==> src/rtl/riscv_pkg.sv <==
// riscv_pkg: shared RV32I encoding definitions.
// Contents: the instruction format enum, the 5-bit major-opcode groups used by the
// immediate generator, and the encode_word() packing function.
// Optional feature: IMMENC_RANGE_CHECK_EN enables the immediate range/alignment check.
package riscv_pkg;

   typedef enum logic [2:0] {
      FMT_R = 3'd0,
      FMT_I = 3'd1,
      FMT_S = 3'd2,
      FMT_B = 3'd3,
      FMT_U = 3'd4,
      FMT_J = 3'd5
   } fmt_e;

   // Major opcode groups (opcode[6:2]); opcode[1:0] is always 2'b11 for RV32I.
   localparam logic [4:0] OPG_LOAD   = 5'b00000;
   localparam logic [4:0] OPG_OP_IMM = 5'b00100;
   localparam logic [4:0] OPG_AUIPC  = 5'b00101;
   localparam logic [4:0] OPG_STORE  = 5'b01000;
   localparam logic [4:0] OPG_OP     = 5'b01100;
   localparam logic [4:0] OPG_LUI    = 5'b01101;
   localparam logic [4:0] OPG_BRANCH = 5'b11000;
   localparam logic [4:0] OPG_JALR   = 5'b11001;
   localparam logic [4:0] OPG_JAL    = 5'b11011;

   typedef struct packed {
      logic [31:0] instr;
      logic        err;
   } enc_t;

   // Pack decoded fields into a 32-bit word; illegal formats yield a zero word with err set.
   function automatic enc_t encode_word(
      input logic [2:0]  fmt,
      input logic [6:0]  opcode,
      input logic [4:0]  rd,
      input logic [4:0]  rs1,
      input logic [4:0]  rs2,
      input logic [2:0]  funct3,
      input logic [6:0]  funct7,
      input logic [31:0] imm
   );
      enc_t r;
`ifdef IMMENC_RANGE_CHECK_EN
      logic signed [31:0] s;
      s = $signed(imm);
`endif
      r.instr = 32'h0;
      r.err   = 1'b0;
      case (fmt_e'(fmt))
         FMT_R: r.instr = {funct7, rs2, rs1, funct3, rd, opcode};
         FMT_I: begin
            r.instr = {imm[11:0], rs1, funct3, rd, opcode};
`ifdef IMMENC_RANGE_CHECK_EN
            r.err = (s < -32'sd2048) || (s > 32'sd2047);
`endif
         end
         FMT_S: begin
            r.instr = {imm[11:5], rs2, rs1, funct3, imm[4:0], opcode};
`ifdef IMMENC_RANGE_CHECK_EN
            r.err = (s < -32'sd2048) || (s > 32'sd2047);
`endif
         end
         FMT_B: begin
            r.instr = {imm[12], imm[10:5], rs2, rs1, funct3, imm[4:1], imm[11], opcode};
`ifdef IMMENC_RANGE_CHECK_EN
            r.err = (s < -32'sd4096) || (s > 32'sd4094) || imm[0];
`endif
         end
         FMT_U: begin
            r.instr = {imm[31:12], rd, opcode};
`ifdef IMMENC_RANGE_CHECK_EN
            r.err = (imm[11:0] != 12'h000);
`endif
         end
         FMT_J: begin
            r.instr = {imm[20], imm[10:1], imm[11], imm[19:12], rd, opcode};
`ifdef IMMENC_RANGE_CHECK_EN
            r.err = (s < -32'sd1048576) || (s > 32'sd1048574) || imm[0];
`endif
         end
         default: begin
            r.instr = 32'h0;
            r.err   = 1'b1;
         end
      endcase
      return r;
   endfunction

endpackage

==> src/rtl/instr_skid_buf.sv <==
// instr_skid_buf: 2-entry (main + skid) valid/ready buffer, FIFO order.
// in_ready_o is registered and equals "skid entry empty"; a consumed main entry is
// refilled from skid in the same cycle.
module instr_skid_buf #(
   parameter int W = 8
) (
   input  logic         clk_i,
   input  logic         rst_i,
   input  logic         in_valid_i,
   output logic         in_ready_o,
   input  logic [W-1:0] in_data_i,
   output logic         out_valid_o,
   input  logic         out_ready_i,
   output logic [W-1:0] out_data_o
);

   logic         main_valid_reg, main_valid_next;
   logic         skid_valid_reg, skid_valid_next;
   logic         ready_reg;
   logic [W-1:0] main_data_reg, main_data_next;
   logic [W-1:0] skid_data_reg, skid_data_next;
   logic         accept;
   logic         consume;

   assign accept      = in_valid_i & ready_reg;
   assign consume     = main_valid_reg & out_ready_i;
   assign in_ready_o  = ready_reg;
   assign out_valid_o = main_valid_reg;
   assign out_data_o  = main_data_reg;

   // Next-state of the two entries: drain skid into main on consume, park new words in skid when main is stuck.
   always_comb begin
      main_valid_next = main_valid_reg;
      skid_valid_next = skid_valid_reg;
      main_data_next  = main_data_reg;
      skid_data_next  = skid_data_reg;
      if (consume) begin
         if (skid_valid_reg) begin
            // skid full implies in_ready was low, so no accept can coincide here
            main_data_next  = skid_data_reg;
            skid_valid_next = 1'b0;
         end else if (accept) begin
            main_data_next  = in_data_i;
         end else begin
            main_valid_next = 1'b0;
         end
      end else if (accept) begin
         if (main_valid_reg) begin
            skid_data_next  = in_data_i;
            skid_valid_next = 1'b1;
         end else begin
            main_data_next  = in_data_i;
            main_valid_next = 1'b1;
         end
      end
   end

   // Entry registers; ready is registered from the next skid occupancy.
   always_ff @(posedge clk_i) begin
      if (rst_i) begin
         main_valid_reg <= 1'b0;
         skid_valid_reg <= 1'b0;
         ready_reg      <= 1'b1;
         main_data_reg  <= '0;
         skid_data_reg  <= '0;
      end else begin
         main_valid_reg <= main_valid_next;
         skid_valid_reg <= skid_valid_next;
         ready_reg      <= ~skid_valid_next;
         main_data_reg  <= main_data_next;
         skid_data_reg  <= skid_data_next;
      end
   end

endmodule

==> src/rtl/instr_encoder.sv <==
// instr_encoder: RV32I instruction word packer with word-address tagging.
// Encodes at acceptance, tags with a wrapping address counter, and buffers
// {instr, addr, err} in a 2-entry skid buffer.
// Optional feature: IMMENC_RANGE_CHECK_EN (immediate range check, see riscv_pkg).
module instr_encoder
   import riscv_pkg::*;
#(
   parameter int ADDR_W = 10
) (
   input  logic              clk_i,
   input  logic              rst_i,
   input  logic              clr_i,
   input  logic              in_valid_i,
   output logic              in_ready_o,
   input  logic [2:0]        fmt_i,
   input  logic [6:0]        opcode_i,
   input  logic [4:0]        rd_i,
   input  logic [4:0]        rs1_i,
   input  logic [4:0]        rs2_i,
   input  logic [2:0]        funct3_i,
   input  logic [6:0]        funct7_i,
   input  logic [31:0]       imm_i,
   output logic              out_valid_o,
   input  logic              out_ready_i,
   output logic [31:0]       instr_o,
   output logic [ADDR_W-1:0] addr_o,
   output logic              err_o,
   output logic              err_sticky_o
);

   localparam int W = 32 + ADDR_W + 1;

   enc_t              enc;
   logic              accept;
   logic [ADDR_W-1:0] cnt_reg, cnt_next;
   logic [ADDR_W-1:0] word_addr;
   logic              sticky_reg, sticky_next;
   logic [W-1:0]      buf_in;
   logic [W-1:0]      buf_out;

   assign enc    = encode_word(fmt_i, opcode_i, rd_i, rs1_i, rs2_i, funct3_i, funct7_i, imm_i);
   assign accept = in_valid_i & in_ready_o;
   assign buf_in = {enc.instr, word_addr, enc.err};

   // Address and sticky-error next state; a clear coinciding with an accept gives that word addr 0.
   always_comb begin
      word_addr   = clr_i ? '0 : cnt_reg;
      cnt_next    = cnt_reg;
      sticky_next = clr_i ? 1'b0 : sticky_reg;
      if (accept) begin
         cnt_next    = word_addr + ADDR_W'(1);
         sticky_next = sticky_next | enc.err;
      end else if (clr_i) begin
         cnt_next = '0;
      end
   end

   // Counter and sticky flag registers.
   always_ff @(posedge clk_i) begin
      if (rst_i) begin
         cnt_reg    <= '0;
         sticky_reg <= 1'b0;
      end else begin
         cnt_reg    <= cnt_next;
         sticky_reg <= sticky_next;
      end
   end

   instr_skid_buf #(
      .W (W)
   ) u_skid (
      .clk_i       (clk_i),
      .rst_i       (rst_i),
      .in_valid_i  (in_valid_i),
      .in_ready_o  (in_ready_o),
      .in_data_i   (buf_in),
      .out_valid_o (out_valid_o),
      .out_ready_i (out_ready_i),
      .out_data_o  (buf_out)
   );

   assign instr_o      = buf_out[W-1 -: 32];
   assign addr_o       = buf_out[ADDR_W:1];
   assign err_o        = buf_out[0];
   assign err_sticky_o = sticky_reg;

endmodule

==> config.mk <==
export PLATFORM = sky130hd
export DESIGN_NAME = instr_encoder
export DESIGN_NICKNAME = d
export VERILOG_FILES = /design/src/rtl/riscv_pkg.sv /design/src/rtl/instr_skid_buf.sv /design/src/rtl/instr_encoder.sv
export SDC_FILE = /design/constraint.sdc
export NUM_CORES = 1
export LEC_CHECK = 0
export BUFFER_PORTS_ARGS = -buffer_cell sky130_fd_sc_hd__buf_4
export CORE_ASPECT_RATIO = 1.2
export CORE_MARGIN = 2
export CORE_UTILIZATION = 50
export DETAILED_ROUTE_END_ITERATION = 10
export PLACE_DENSITY_LB_ADDON = 0.08
export SETUP_SLACK_MARGIN = 0.3
export SLEW_MARGIN = 20
export SYNTH_ARGS = -nofsm -noshare
export SYNTH_HDL_FRONTEND = slang
export SYNTH_HIERARCHICAL = 1
export SYNTH_SLANG_ARGS = --single-unit
==> constraint.sdc <==
create_clock -name clk_i -period 1.7 [get_ports clk_i]
set_input_delay 0.17 -clock clk_i [delete_from_list [all_inputs] [get_ports clk_i]]
set_output_delay 0.17 -clock clk_i [all_outputs]
set_load 0.01 [all_outputs]
======== After elaboration in Yosys (flattened, before gate mapping) ========
Cells that the tools add are included.
W data, S select, Z words.
operators by class
  add/sub/neg operators ................... 1
  mux-type cells .......................... 18
  reduce and logical (&&, ||, !) cells .... 7
  equality and inequality tests ........... 8
  bitwise logic cells ..................... 5
operators by type and width
  cell                     count
  $mux W43                 5
  $pmux W32 S6             1
  $mux W10                 2
  $add A10 B1 Y10 const B  1
  $mux W1                  10
  $reduce_and A3 Y1        3
  $eq A3 B2 Y1 const B     2
  $eq A3 B3 Y1 const B     2
  $ne A2 B2 Y1 const B     3
  $reduce_or A6 Y1         1
  $reduce_bool A2 Y1       2
  $eq A3 B1 Y1 const B     1
  $logic_not A3 Y1         1
  $and A1 B1 Y1            2
  $not A1 Y1               2
  $or A1 B1 Y1             1
word-level totals
  register bits after elaboration ......... 100
  logic and storage cells ................. 46
  output and inout bits ................... 46
  input port bits ......................... 72

======== Longest topological paths before layout ========
Gate-level depths: netlist of run 1.
  depth in word-level cells ............... 6
  mapped depth ............................ 7

======== By module ========
Netlist of run 1, hierarchy kept.
by module, submodules not included
  module          instances  sequential area each (um2)  cells an instance  area each (um2)
  instr_skid_buf  1          1781.7                      539                4290.4
  instr_encoder   1          220.2                       172                1247.4

======== Worst setup path after synthesis of run 1 ========
OpenSTA, ideal clock, no wires.
  path kind ............................... reg-to-reg
  from .................................... reg cnt_reg[0]
  to ...................................... reg cnt_reg[8]
  data arrival time ....................... 1560 ps
  required time ........................... 1577 ps
  buffers on the path ..................... 0
  setup slack ............................. 17 ps
  clock period less this slack ............ 1683 ps
  cell stages (with the launch flop) ...... 6
  setup time .............................. 123 ps
  cells stage by stage .................... dfxtp_1 -> nor2b_1 -> ha_1 -> nand4b_1 -> nor4_1 -> mux2_1
on the way
  word-level cells in the longest chain between the ends .. 3
RTL lines
  item                    RTL line             RTL
  start, declared         instr_encoder.sv:35  logic [ADDR_W-1:0] cnt_reg, cnt_next;
  start signal, assigned  instr_encoder.sv:64  cnt_reg <= cnt_next;
  $mux W10                -
  named net buf_in[1]     instr_encoder.sv:38  logic [W-1:0] buf_in;
  $add A10 B1 Y10         instr_encoder.sv:51  cnt_next = word_addr + ADDR_W'(1);
  $mux W10                instr_encoder.sv:50  if (accept) begin
The timed path passes the listed nets, and every way through them passes these cells.
A chain may end at the register's enable or synchronous reset.

======== Worst setup path in the final report of run 1 ========
  from .................................... reg cnt_reg[1]
  to ...................................... reg cnt_reg[4]
Same word-level chain as after synthesis.

==> results of run 1 <==
==> what timing repair did <==
action                     CTS  global route
gates resized for setup     11            24
pin swaps                    2            13
buffers inserted             7             8
setup endpoints to repair   49            27
cloned                       1            10
==> power by group <==
group / total, mW / internal [mW] / switching, mW
Combinational: 1.33 / 0.628 / 0.703
Sequential: 2.57 / 2.46 / 0.109
Clock: 2.12 / 1.18 / 0.938
==> synthesized netlist by cell type, types with 3 or more instances <==
cell / instances
a22oi_1: 5
inv_1: 19
mux2_2: 4
mux2i_1: 8
a2111oi_0: 3
nor2b_1: 12
a2111oi_2: 40
dfxtp_1: 100
mux2_1: 8
buf_2: 31
o21ai_1: 19
nand4b_1: 3
o31ai_1: 3
o2bb2ai_1: 5
buf_4: 4
o21ai_0: 90
a21oi_1: 48
and2_0: 11
clkbuf_2: 4
and2_1: 42
nand3_1: 3
clkbuf_1: 22
nand2_1: 108
nor2_1: 93
==> placed cells by master, fill, tap and decap left out, types with 3 or more instances in the layout <==
cell,instances
nor2_1,92
and2_1,41
nor2b_1,9
a22oi_1,5
and2_0,11
o31ai_1,3
buf_6,5
dfxtp_4,3
mux2i_1,8
nand3_1,3
mux2_2,4
inv_1,19
buf_4,156
o21ai_1,22
nand4b_1,3
o21ai_0,86
a21oi_1,48
mux2_1,8
a2111oi_2,39
dfxtp_2,3
clkbuf_16,15
o2bb2ai_1,5
dfxtp_1,94
nand2_1,107
buf_12,8
==> layer usage <==
metal  global-route usage [%]  vias to the layer above
li1                         -                     2703
met1                     36.0                     2769
met2                     48.4                      259
met3                     3.76                       34
met4                     9.59                        0
met5                        0                        -
==> cells by family (layout without fill, tap and decap cells) <==
family          Yosys count  in the layout
simple gates            289            289
buf+inv                  81            213
xor+xnor                  2              2
fa+ha+maj                 1              1
flops                   100            100
mux                      20             20
compound gates          218            218
==> through the flow <==
stage | setup WS [ns] | area (µm²) | hold slack [ns] | std cells | utilization, %
2_1_floorplan | 0.244 | 5570 | 0.313 | 711 | -
3_3_place_gp | 0.176 | 6670 | 0.437 | 933 | 61.0
3_5_place_dp | 0.0748 | 6670 | 0.443 | 933 | 61.0
4_1_cts | 0.210 | 7090 | 0.0959 | 957 | 64.9
5_1_grt | 0.155 | 7440 | 0.110 | 975 | 68.1
6_report | 0.237 | 7440 | 0.102 | 975 | 68.1
==> layout make-up <==
type,count,share of cell area [%]
repair buffers,178,21.4
clock buffers,10,3.21
inverters,19,0.958
multi-input cells,530,44.2
well taps,132,2.22
clock inverters,6,0.857
flip-flops and latches,100,27.1
==> worst paths after layout <==
kind	from	to	slack, ns	cells after the start
worst min register to register	u_skid/skid_data_reg[17]$_SDFFE_PP0P_	u_skid/skid_data_reg[17]$_SDFFE_PP0P_	0.45	2
worst max register to register	cnt_reg[1]$_SDFF_PP0_	cnt_reg[4]$_SDFF_PP0_	0.24	6
worst max-delay path	cnt_reg[1]$_SDFF_PP0_	cnt_reg[4]$_SDFF_PP0_	0.24	6
worst min-delay path	out_ready_i	u_skid/in_ready_o$_SDFF_PP1_	0.10	2
==> worst reg2reg max path, delay by kind of cell, from the launching register on <==
kind                     cells  cell delay, ns
AND/OR/NAND/NOR              3            0.61
flip-flops                   1            0.32
buffers and inverters        1            0.18
adder cells (fa/ha/maj)      1            0.16
AO/OA/AOI/OAI                1            0.13
==> out/metrics.cfg, run 1 <==
[critical_path]
endpoint_kind = flip-flop
cp_max_fo = 3
critPathMaxStageDelay_ns = 0.32
cp_slowest_cell = dfxtp_2
crit_buf_inv = 1
cp-start-kind = flip-flop
path_delay_family = simple AND/OR/NAND/NOR gates
cp.arrival_ns = 1.74
crit_chain = nor2b_4, ha_4, nand4b_1, buf_4, or3_1, a21oi_1
criticalPathCategory = flip-flop to flip-flop
cp.required_ns = 1.98

[clock_tree]
h-tree-depth = 3
cts-buffers-inserted = 9
clk_path_buf_depth = 2
hold_buffers = 0
path_clk_slew_ns = 0.07
clkSinkCount = 100
clk_latency_ns = 0.35
root_buffer = clkbuf_16
tritoncts = built

[flow_run]
max_cap_viol_count = 0

[synth]
synth_compound_area_share_pct = 28.2
yosysUniqueCellTypes = 43
syn_nets = 784
synthSimpleGateAreaFrac_pct = 24.6
synth.area.mux_share_pct = 3.89
synth_area_leaders = dfxtp_1 36%, a2111oi_2 11%, o21ai_0 8.1%, nand2_1 7.3%, nor2_1 6.3%
synth_flop_cell = dfxtp_1
syn_area_per_cell_um2 = 7.79
synth-adder-area-share_pct = 0.226
synth_top_family_by_area = compound AO/OA/AOI/OAI gates
synthXorXnorAreaFrac_pct = 0.316
yosys_register_bits = 100
synth_edf_count = 0
synth.top_cell.area_share_pct = 36.2
ys_seq_area_share_pct = 36.2
synth_top_cell_by_area = dfxtp_1
yosysWarnings = 6
syn_inst = 711
synth_area_um2 = 5540
async_flop_share_pct = 0

[finish]
regArea_um2 = 2020
area_delta_synth_final_pct = 34.4
multi_input_area_um2 = 3290
n_antenna_cell = 0
fillers = 887
nNetsFinal = 911
drive_gt1_share_pct = 31.2

[detailed_routing]
drtIter0Drc = 380
via_per_inst = 5.91
firstDrtPassIters = 7
dr_wl_met3_um = 1200
ant_nets = 0
route.vias.total = 5765
drc = 0
wl_per_cell_um = 18.4
met1_length_um = 7370
wl_um = 17900
top_layer_used = met4
dr_wl_met2_um = 8930

[power_and_ir_drop]
vdd_ir_drop_max_uv = 592
power.leakage_nw = 3.06
totalPowerFinal_mw = 6.02
power.density_nw_per_um2 = 809

[placed_design]
io_buffers = 117
gp_congestion = 0.884
hpwl_um = 10900

[floorplan]
die_w_um = 100
rows = 42
die_area_um2 = 11900
start_util_pct = 50.7
coreArea_um2 = 10900
die_h_um = 119
num_io_pins = 118

[sta]
rsz0062_at_grt = true
finalSetupTns_ns = 0
fmax_mhz = 683
final-hold-violation-count = 0
setup_viol_count_final = 0
finalCriticalPeriod_ns = 1.46
worst_pin_slew_ns = 0.362
drv_slew = 0
fin_skew_ns = 0.00672
relSlewSlack_pct = 75.2
final.period_utilization_pct = 86.1

[grt]
antenna_found_initial = 0
grt.total_usage_pct = 28.2
overflow = 0
grt_start_max_net_pins = 36
grt_pass1_wl_um = 27100
first_global_vias = 5554

[outcome]
outcome = complete, no violations

[min_path]
hold_class = primary input to flip-flop

Note: power is estimated with default switching activity, not from simulation.
==> run 2: changes to the inputs <==
CORE_UTILIZATION = 48   (was 50)
SYNTH_HIERARCHICAL = not set   (was 1)
==> run 2 against run 1 <==
Combinational power decreased by 16%. Cell area decreased by 11%. Critical path depth unchanged. Sequential cell count unchanged.
==> out/metrics.cfg, run 2 <==
[outcome]
outcome = complete, no violations

[synth]
synth_edf_count = 0  ; unchanged
synthSimpleGateAreaFrac_pct = 23.4  ; -1.2 points
yosysWarnings = 0  ; -6
yosys_register_bits = 100  ; unchanged
async_flop_share_pct = 0  ; unchanged
synth.top_cell.area_share_pct = 41.1  ; +4.9 points
synth_flop_cell = dfxtp_1
synth_compound_area_share_pct = 24.9  ; -3.2 points
synth_top_cell_by_area = dfxtp_1
synth_area_leaders = dfxtp_1 41%, nand2_1 5.7%, nor2_1 5.2%, a21oi_1 3.8%, nor3_1 3.4%
synth_top_family_by_area = compound AO/OA/AOI/OAI gates
synth_commonest_cells = 100 x dfxtp_1, 74 x nand2_1, 68 x nor2_1
syn_nets = 651  ; -17%
ys_seq_area_share_pct = 41.1  ; +4.9 points
synthXorXnorAreaFrac_pct = 1.26  ; +0.94 points
syn_inst = 578  ; -19%
yosysMostFrequentCell = dfxtp_1
yosysUniqueCellTypes = 54  ; +26%
synth-adder-area-share_pct = 0.257  ; +0.031 points
synth_area_um2 = 4870  ; -12%
synth.area.mux_share_pct = 1.87  ; -2.0 points
syn_area_per_cell_um2 = 8.43  ; +8.3%

[detailed_routing]
wl_um = 14700  ; -18%
route.vias.total = 4855  ; -16%
firstDrtPassIters = 5  ; -2
drc = 0  ; unchanged
via_per_inst = 5.91  ; -0.11%
wl_per_cell_um = 17.9  ; -2.6%
drtIter0Drc = 193  ; -49%
ant_nets = 0  ; unchanged

[sta]
final.period_utilization_pct = 87.1  ; +1.1 points
setup_slack_ns = 0.218  ; -0.0184 ns
fmax_mhz = 675  ; -1.2%
final-hold-violation-count = 0  ; unchanged
finalSetupTns_ns = 0  ; unchanged
hold_ws_ns = 0.0873  ; -0.0150 ns
fin_skew_ns = 0.00556  ; -0.00116 ns
drv_slew = 0  ; unchanged
worst_pin_slew_ns = 0.599  ; +0.237 ns
setup_viol_count_final = 0  ; unchanged
rsz0062_at_grt = true
finalCriticalPeriod_ns = 1.48  ; +0.0184 ns
relSlewSlack_pct = 60.1  ; -15 points

[finish]
nNetsFinal = 764  ; -16%
n_antenna_cell = 0  ; unchanged
drive_gt1_share_pct = 31.5  ; +0.27 points
fillers = 823  ; -7.2%
final_common_cell = buf_4
regArea_um2 = 2010  ; -0.19%
finish.utilization_pct = 66.2  ; -1.9 points
mostFrequentLayoutCells = 136 x buf_4, 95 x dfxtp_1, 71 x nand2_1
instances_no_fill = 822  ; -16%
multi_input_area_um2 = 2710  ; -18%
area_delta_synth_final_pct = 35.2

[power_and_ir_drop]
power.leakage_nw = 2.62  ; -14%
combPwrFrac_pct = 18.9  ; -3.2 points
p_seq_share_pct = 42.9  ; +0.2 points
intPower_mw = 4.39  ; +2.8%
switching_share_pct = 25.8  ; -3.3 points
power.switching_mw = 1.52  ; -13%
power.density_nw_per_um2 = 898  ; +11%
vdd_ir_drop_max_uv = 599  ; +1.3%
pwr-share-clk_pct = 38.2  ; +3.0 points

[critical_path]
critPathMaxStageDelay_ns = 0.36  ; +0.04 ns
crit_chain = nor2b_4, ha_4, nand4b_1, buf_4, or3_1, a21oi_1
endpoint_kind = flip-flop
path_delay_family = simple AND/OR/NAND/NOR gates
criticalPathCategory = flip-flop to flip-flop
cp.arrival_ns = 1.76  ; +0.02 ns
cp_max_fo = 2  ; -1
cp_slowest_cell = or3_1
crit_buf_inv = 1  ; unchanged
cp.required_ns = 1.97  ; about the same
cp-start-kind = flip-flop

[grt]
first_global_vias = 4510  ; -19%
overflow = 0  ; unchanged
grt_start_max_net_pins = 55  ; +53%
grt.total_usage_pct = 25.9  ; -2.3 points
grt_pass1_wl_um = 22100  ; -18%
antenna_found_initial = 0  ; unchanged

[placed_design]
io_buffers = 117  ; unchanged
dp_cells = 787  ; -16%
pre_cts_slack_ns = 0.161  ; +0.0865 ns
gp_congestion = 0.886  ; +0.29%
hpwl_um = 9260  ; -15%

[clock_tree]
clk_path_buf_depth = 2  ; unchanged
clk_latency_ns = 0.35  ; about the same
tritoncts = built
path_clk_slew_ns = 0.07  ; about the same
h-tree-depth = 3  ; unchanged
clkSinkCount = 100  ; unchanged
cts-buffers-inserted = 9  ; unchanged
root_buffer = clkbuf_16

[floorplan]
rows = 40  ; -4.8%
die_h_um = 114  ; -4.1%
num_io_pins = 118  ; unchanged
die_area_um2 = 11000  ; -8.0%
die_w_um = 96.0  ; -4.1%
start_util_pct = 48.9  ; -1.7 points
coreArea_um2 = 9960  ; -8.9%

[flow_run]
max_cap_viol_count = 0  ; unchanged

[min_path]
hold_class = primary input to flip-flop

[run 2: per-layer routing]
layer | global-route usage (%) | up-vias | wire length [µm]
met2 | 43.5 | 188 | 7490
met3 | 3.62 | 27 | 854
met5 | 0 | - | 0
met4 | 11.7 | 0 | 379
li1 | - | 2316 | -
met1 | 32.5 | 2324 | 5990
[run 2: path summary, 6_finish.rpt]
path / start / end / slack (ns) / cells after the start
worst max-delay path: cnt_reg[0]$_SDFF_PP0_ / cnt_reg[4]$_SDFF_PP0_ / 0.22 / 6
worst min-delay path: opcode_i[1] / u_skid.skid_data_reg[12]$_SDFFE_PP0P_ / 0.09 / 3
worst max register to register: cnt_reg[0]$_SDFF_PP0_ / cnt_reg[4]$_SDFF_PP0_ / 0.22 / 6
worst min register to register: u_skid.skid_data_reg[2]$_SDFFE_PP0P_ / u_skid.skid_data_reg[2]$_SDFFE_PP0P_ / 0.45 / 2
[run 2: timing repair]
item / in CTS / in global routing
pin swaps: 9 / 20
resized for setup: 16 / 30
hold buffers: 0 / 0
cloned: 3 / 3
setup buffers: 8 / 5
endpoints found under the setup margin: 43 / 69
[run 2: tightest hold or removal path, cell delays in order]
cell	delay (ns)
buf_4	0.11
nand3_1	0.05
a21oi_1	0.05
[run 2: layout make-up]
type,instances,share of cell area [%]
Inverter,7,0.399
Multi-Input combinational cell,419,41.1
Clock inverter,3,1.04
Sequential cell,100,30.5
Clock buffer,13,3.95
Timing Repair Buffer,154,20.6
Tap cell,126,2.39
[run 2: logic make-up after synthesis]
family | count (synthesis)
multiplexers | 9
adder cells (fa/ha/maj) | 1
AO/OA/AOI/OAI | 166
buffers and inverters | 60
flip-flops | 100
AND/OR/NAND/NOR | 235
XOR/XNOR | 7
[run 2: power by group through the flow]
stage | combinational [mW] | sequential [mW] | clock, mW
2_1_floorplan | 0.527 | 2.61 | 0
3_3_place_gp | 0.936 | 2.58 | 0
3_5_place_dp | 0.950 | 2.59 | 0
4_1_cts | 1.03 | 2.54 | 2.27
5_1_grt | 1.21 | 2.55 | 2.34
6_report | 1.12 | 2.54 | 2.26
[run 2: through the flow]
step	instance area, µm²	power, mW
3_3_place_gp	5790	3.52
4_1_cts	6330	5.84
6_report	6590	5.92
2_1_floorplan	4910	3.14
5_1_grt	6590	6.10
3_5_place_dp	5790	3.54
==> run 3: changes to the inputs <==
CORE_UTILIZATION = 43   (was 48)
==> run 3 against run 2 <==
Clock-buffer cell count unchanged. Cell area grew 0.19%. Routed wire length up 1.3%. Cell count is 1.9% higher. Sequential share of layout area down 0.096 points. Die area up 11%. Clock power shrank 11%. Via count down 0.60%. Combinational power up 4%. Non-clock buffer count increased by 11. Global-route usage is 2.2 points lower. Sequential power about the same. Critical path type unchanged.
==> out/metrics.cfg, run 3 (same netlist as run 2, synthesis figures left out) <==
[detailed_routing]
firstDrtPassIters = 5  ; unchanged
ant_nets = 0  ; unchanged
wl_um = 14900  ; +1.3%
drtIter0Drc = 226  ; +17%
route.vias.total = 4826  ; -0.60%
drc = 0  ; unchanged
wl_per_cell_um = 17.8  ; -0.60%
via_per_inst = 5.76  ; -2.5%

[sta]
finalCriticalPeriod_ns = 1.46  ; -0.0264 ns
fmax_mhz = 687  ; +1.8%
finalSetupTns_ns = 0  ; unchanged
setup_slack_ns = 0.245  ; +0.0264 ns
drv_slew = 0  ; unchanged
setup_viol_count_final = 0  ; unchanged
worst_pin_slew_ns = 0.556  ; -0.0421 ns
hold_ws_ns = 0.0972  ; +0.00990 ns
fin_skew_ns = 0.00544  ; -0.000125 ns
relSlewSlack_pct = 62.9  ; +2.8 points
final.period_utilization_pct = 85.6  ; -1.6 points
rsz0062_at_grt = true
final-hold-violation-count = 0  ; unchanged

[min_path]
hold_class = primary input to flip-flop
min_path_cells = 3  ; unchanged

[power_and_ir_drop]
p_seq_share_pct = 44.4  ; +1.5 points
totalPowerFinal_mw = 5.72  ; -3.4%
vdd_ir_drop_max_uv = 460  ; -23%
pwr-share-clk_pct = 35.2  ; -3.0 points
power.density_nw_per_um2 = 866  ; -3.6%
switching_share_pct = 26.2  ; +0.46 points
combPwrFrac_pct = 20.3  ; +1.4 points
power.switching_mw = 1.50  ; -1.6%
power.leakage_nw = 2.63  ; about the same
intPower_mw = 4.22  ; -4.0%

[critical_path]
cp_slowest_cell = or3_1
crit_chain = nor2b_4, ha_4, nand4b_1, or3_1, a21oi_1
endpoint_kind = flip-flop
cp.required_ns = 1.98  ; about the same
cp-start-kind = flip-flop
cp.arrival_ns = 1.73  ; -0.03 ns
critPathMaxStageDelay_ns = 0.43  ; +0.07 ns
criticalPathCategory = flip-flop to flip-flop
r2r_cells = 5  ; -1
cp_max_fo = 4  ; +2

[finish]
fillers = 994  ; +21%
instances_no_fill = 838  ; +1.9%
n_antenna_cell = 0  ; unchanged
multi_input_area_um2 = 2700  ; -0.18%
nNetsFinal = 775  ; +1.4%
final_common_cell = buf_4
drive_gt1_share_pct = 32.6  ; +1.1 points
mostFrequentLayoutCells = 147 x buf_4, 95 x dfxtp_1, 72 x nand2_1
area_delta_synth_final_pct = 35.4
regArea_um2 = 2010  ; -0.12%

[placed_design]
dp_cells = 799  ; +1.5%
hpwl_um = 9320  ; +0.60%
io_buffers = 117  ; unchanged
pre_cts_slack_ns = 0.132  ; -0.0296 ns
gp_congestion = 0.808  ; -8.8%

[floorplan]
die_h_um = 121  ; +5.5%
die_w_um = 101  ; +5.4%
coreArea_um2 = 11000  ; +11%
rows = 42  ; +5.0%
die_area_um2 = 12200  ; +11%
start_util_pct = 44.2  ; -4.8 points
num_io_pins = 118  ; unchanged

[grt]
grt_start_max_net_pins = 36  ; -35%
antenna_found_initial = 0  ; unchanged
overflow = 0  ; unchanged
grt.total_usage_pct = 23.7  ; -2.2 points
first_global_vias = 4420  ; -2.0%
grt_pass1_wl_um = 22600  ; +2.1%

[clock_tree]
clkSinkCount = 100  ; unchanged
clk_latency_ns = 0.34  ; about the same
tritoncts = built
path_clk_slew_ns = 0.07  ; about the same
clk_path_buf_depth = 2  ; unchanged
cts-buffers-inserted = 9  ; unchanged
h-tree-depth = 3  ; unchanged
root_buffer = clkbuf_16

[flow_run]
max_cap_viol_count = 0  ; unchanged

[outcome]
outcome = complete, no violations

run 3: stage by stage:
step	utilization [%]	cell area, µm²
final	59.8	6600
after global routing	59.8	6600
after CTS	57.7	6370
after detailed placement	52.9	5830
after global placement	52.9	5830
after floorplan	-	4910
run 3: repair_timing:
action | in CTS | in global routing
pin swaps | 8 | 28
resized for setup | 20 | 34
hold buffers | 0 | 0
endpoints found under the setup margin | 85 | 73
gates cloned | 4 | 2
setup buffers | 9 | 9
run 3: worst paths after layout:
path                                         startpoint                               endpoint  slack, ns
hold reg to reg   u_skid.skid_data_reg[13]$_SDFFE_PP0P_  u_skid.skid_data_reg[13]$_SDFFE_PP0P_       0.46
setup / recovery                  cnt_reg[0]$_SDFF_PP0_                  cnt_reg[4]$_SDFF_PP0_       0.24
hold / removal                              opcode_i[1]  u_skid.skid_data_reg[12]$_SDFFE_PP0P_        0.1
setup reg to reg                  cnt_reg[0]$_SDFF_PP0_                  cnt_reg[4]$_SDFF_PP0_       0.24
run 3: critical path: cells and delay by family (launching register included):
| kind | cells | cell delay (ns) |
|---|---|---|
| flip-flops | 1 | 0.32 |
| AO/OA/AOI/OAI | 1 | 0.12 |
| AND/OR/NAND/NOR | 3 | 0.80 |
| adder cells (fa/ha/maj) | 1 | 0.15 |
run 3: power groups by stage:
| stage | clock (mW) | sequential, mW | combinational (mW) |
|---|---|---|---|
| floorplan | 0 | 2.61 | 0.527 |
| global placement | 0 | 2.58 | 0.955 |
| detailed placement | 0 | 2.58 | 0.971 |
| CTS | 2.05 | 2.53 | 1.10 |
| global route | 2.15 | 2.55 | 1.25 |
| finish | 2.01 | 2.54 | 1.16 |
run 3: final cells by class:
type,instances,area share [%]
Inverter,7,0.398
Sequential cell,100,30.5
Clock inverter,2,0.531
Clock buffer,13,3.79
Timing Repair Buffer,165,21.4
Tap cell,132,2.50
Multi-Input combinational cell,419,41.0
run 3: per-layer routing:
layer	wire, µm	track usage [%]	vias up
met5	0	0	-
met4	203	7.18	0
met3	866	4.74	14
met2	7490	39.4	162
met1	6350	30.8	2313
li1	-	-	2337
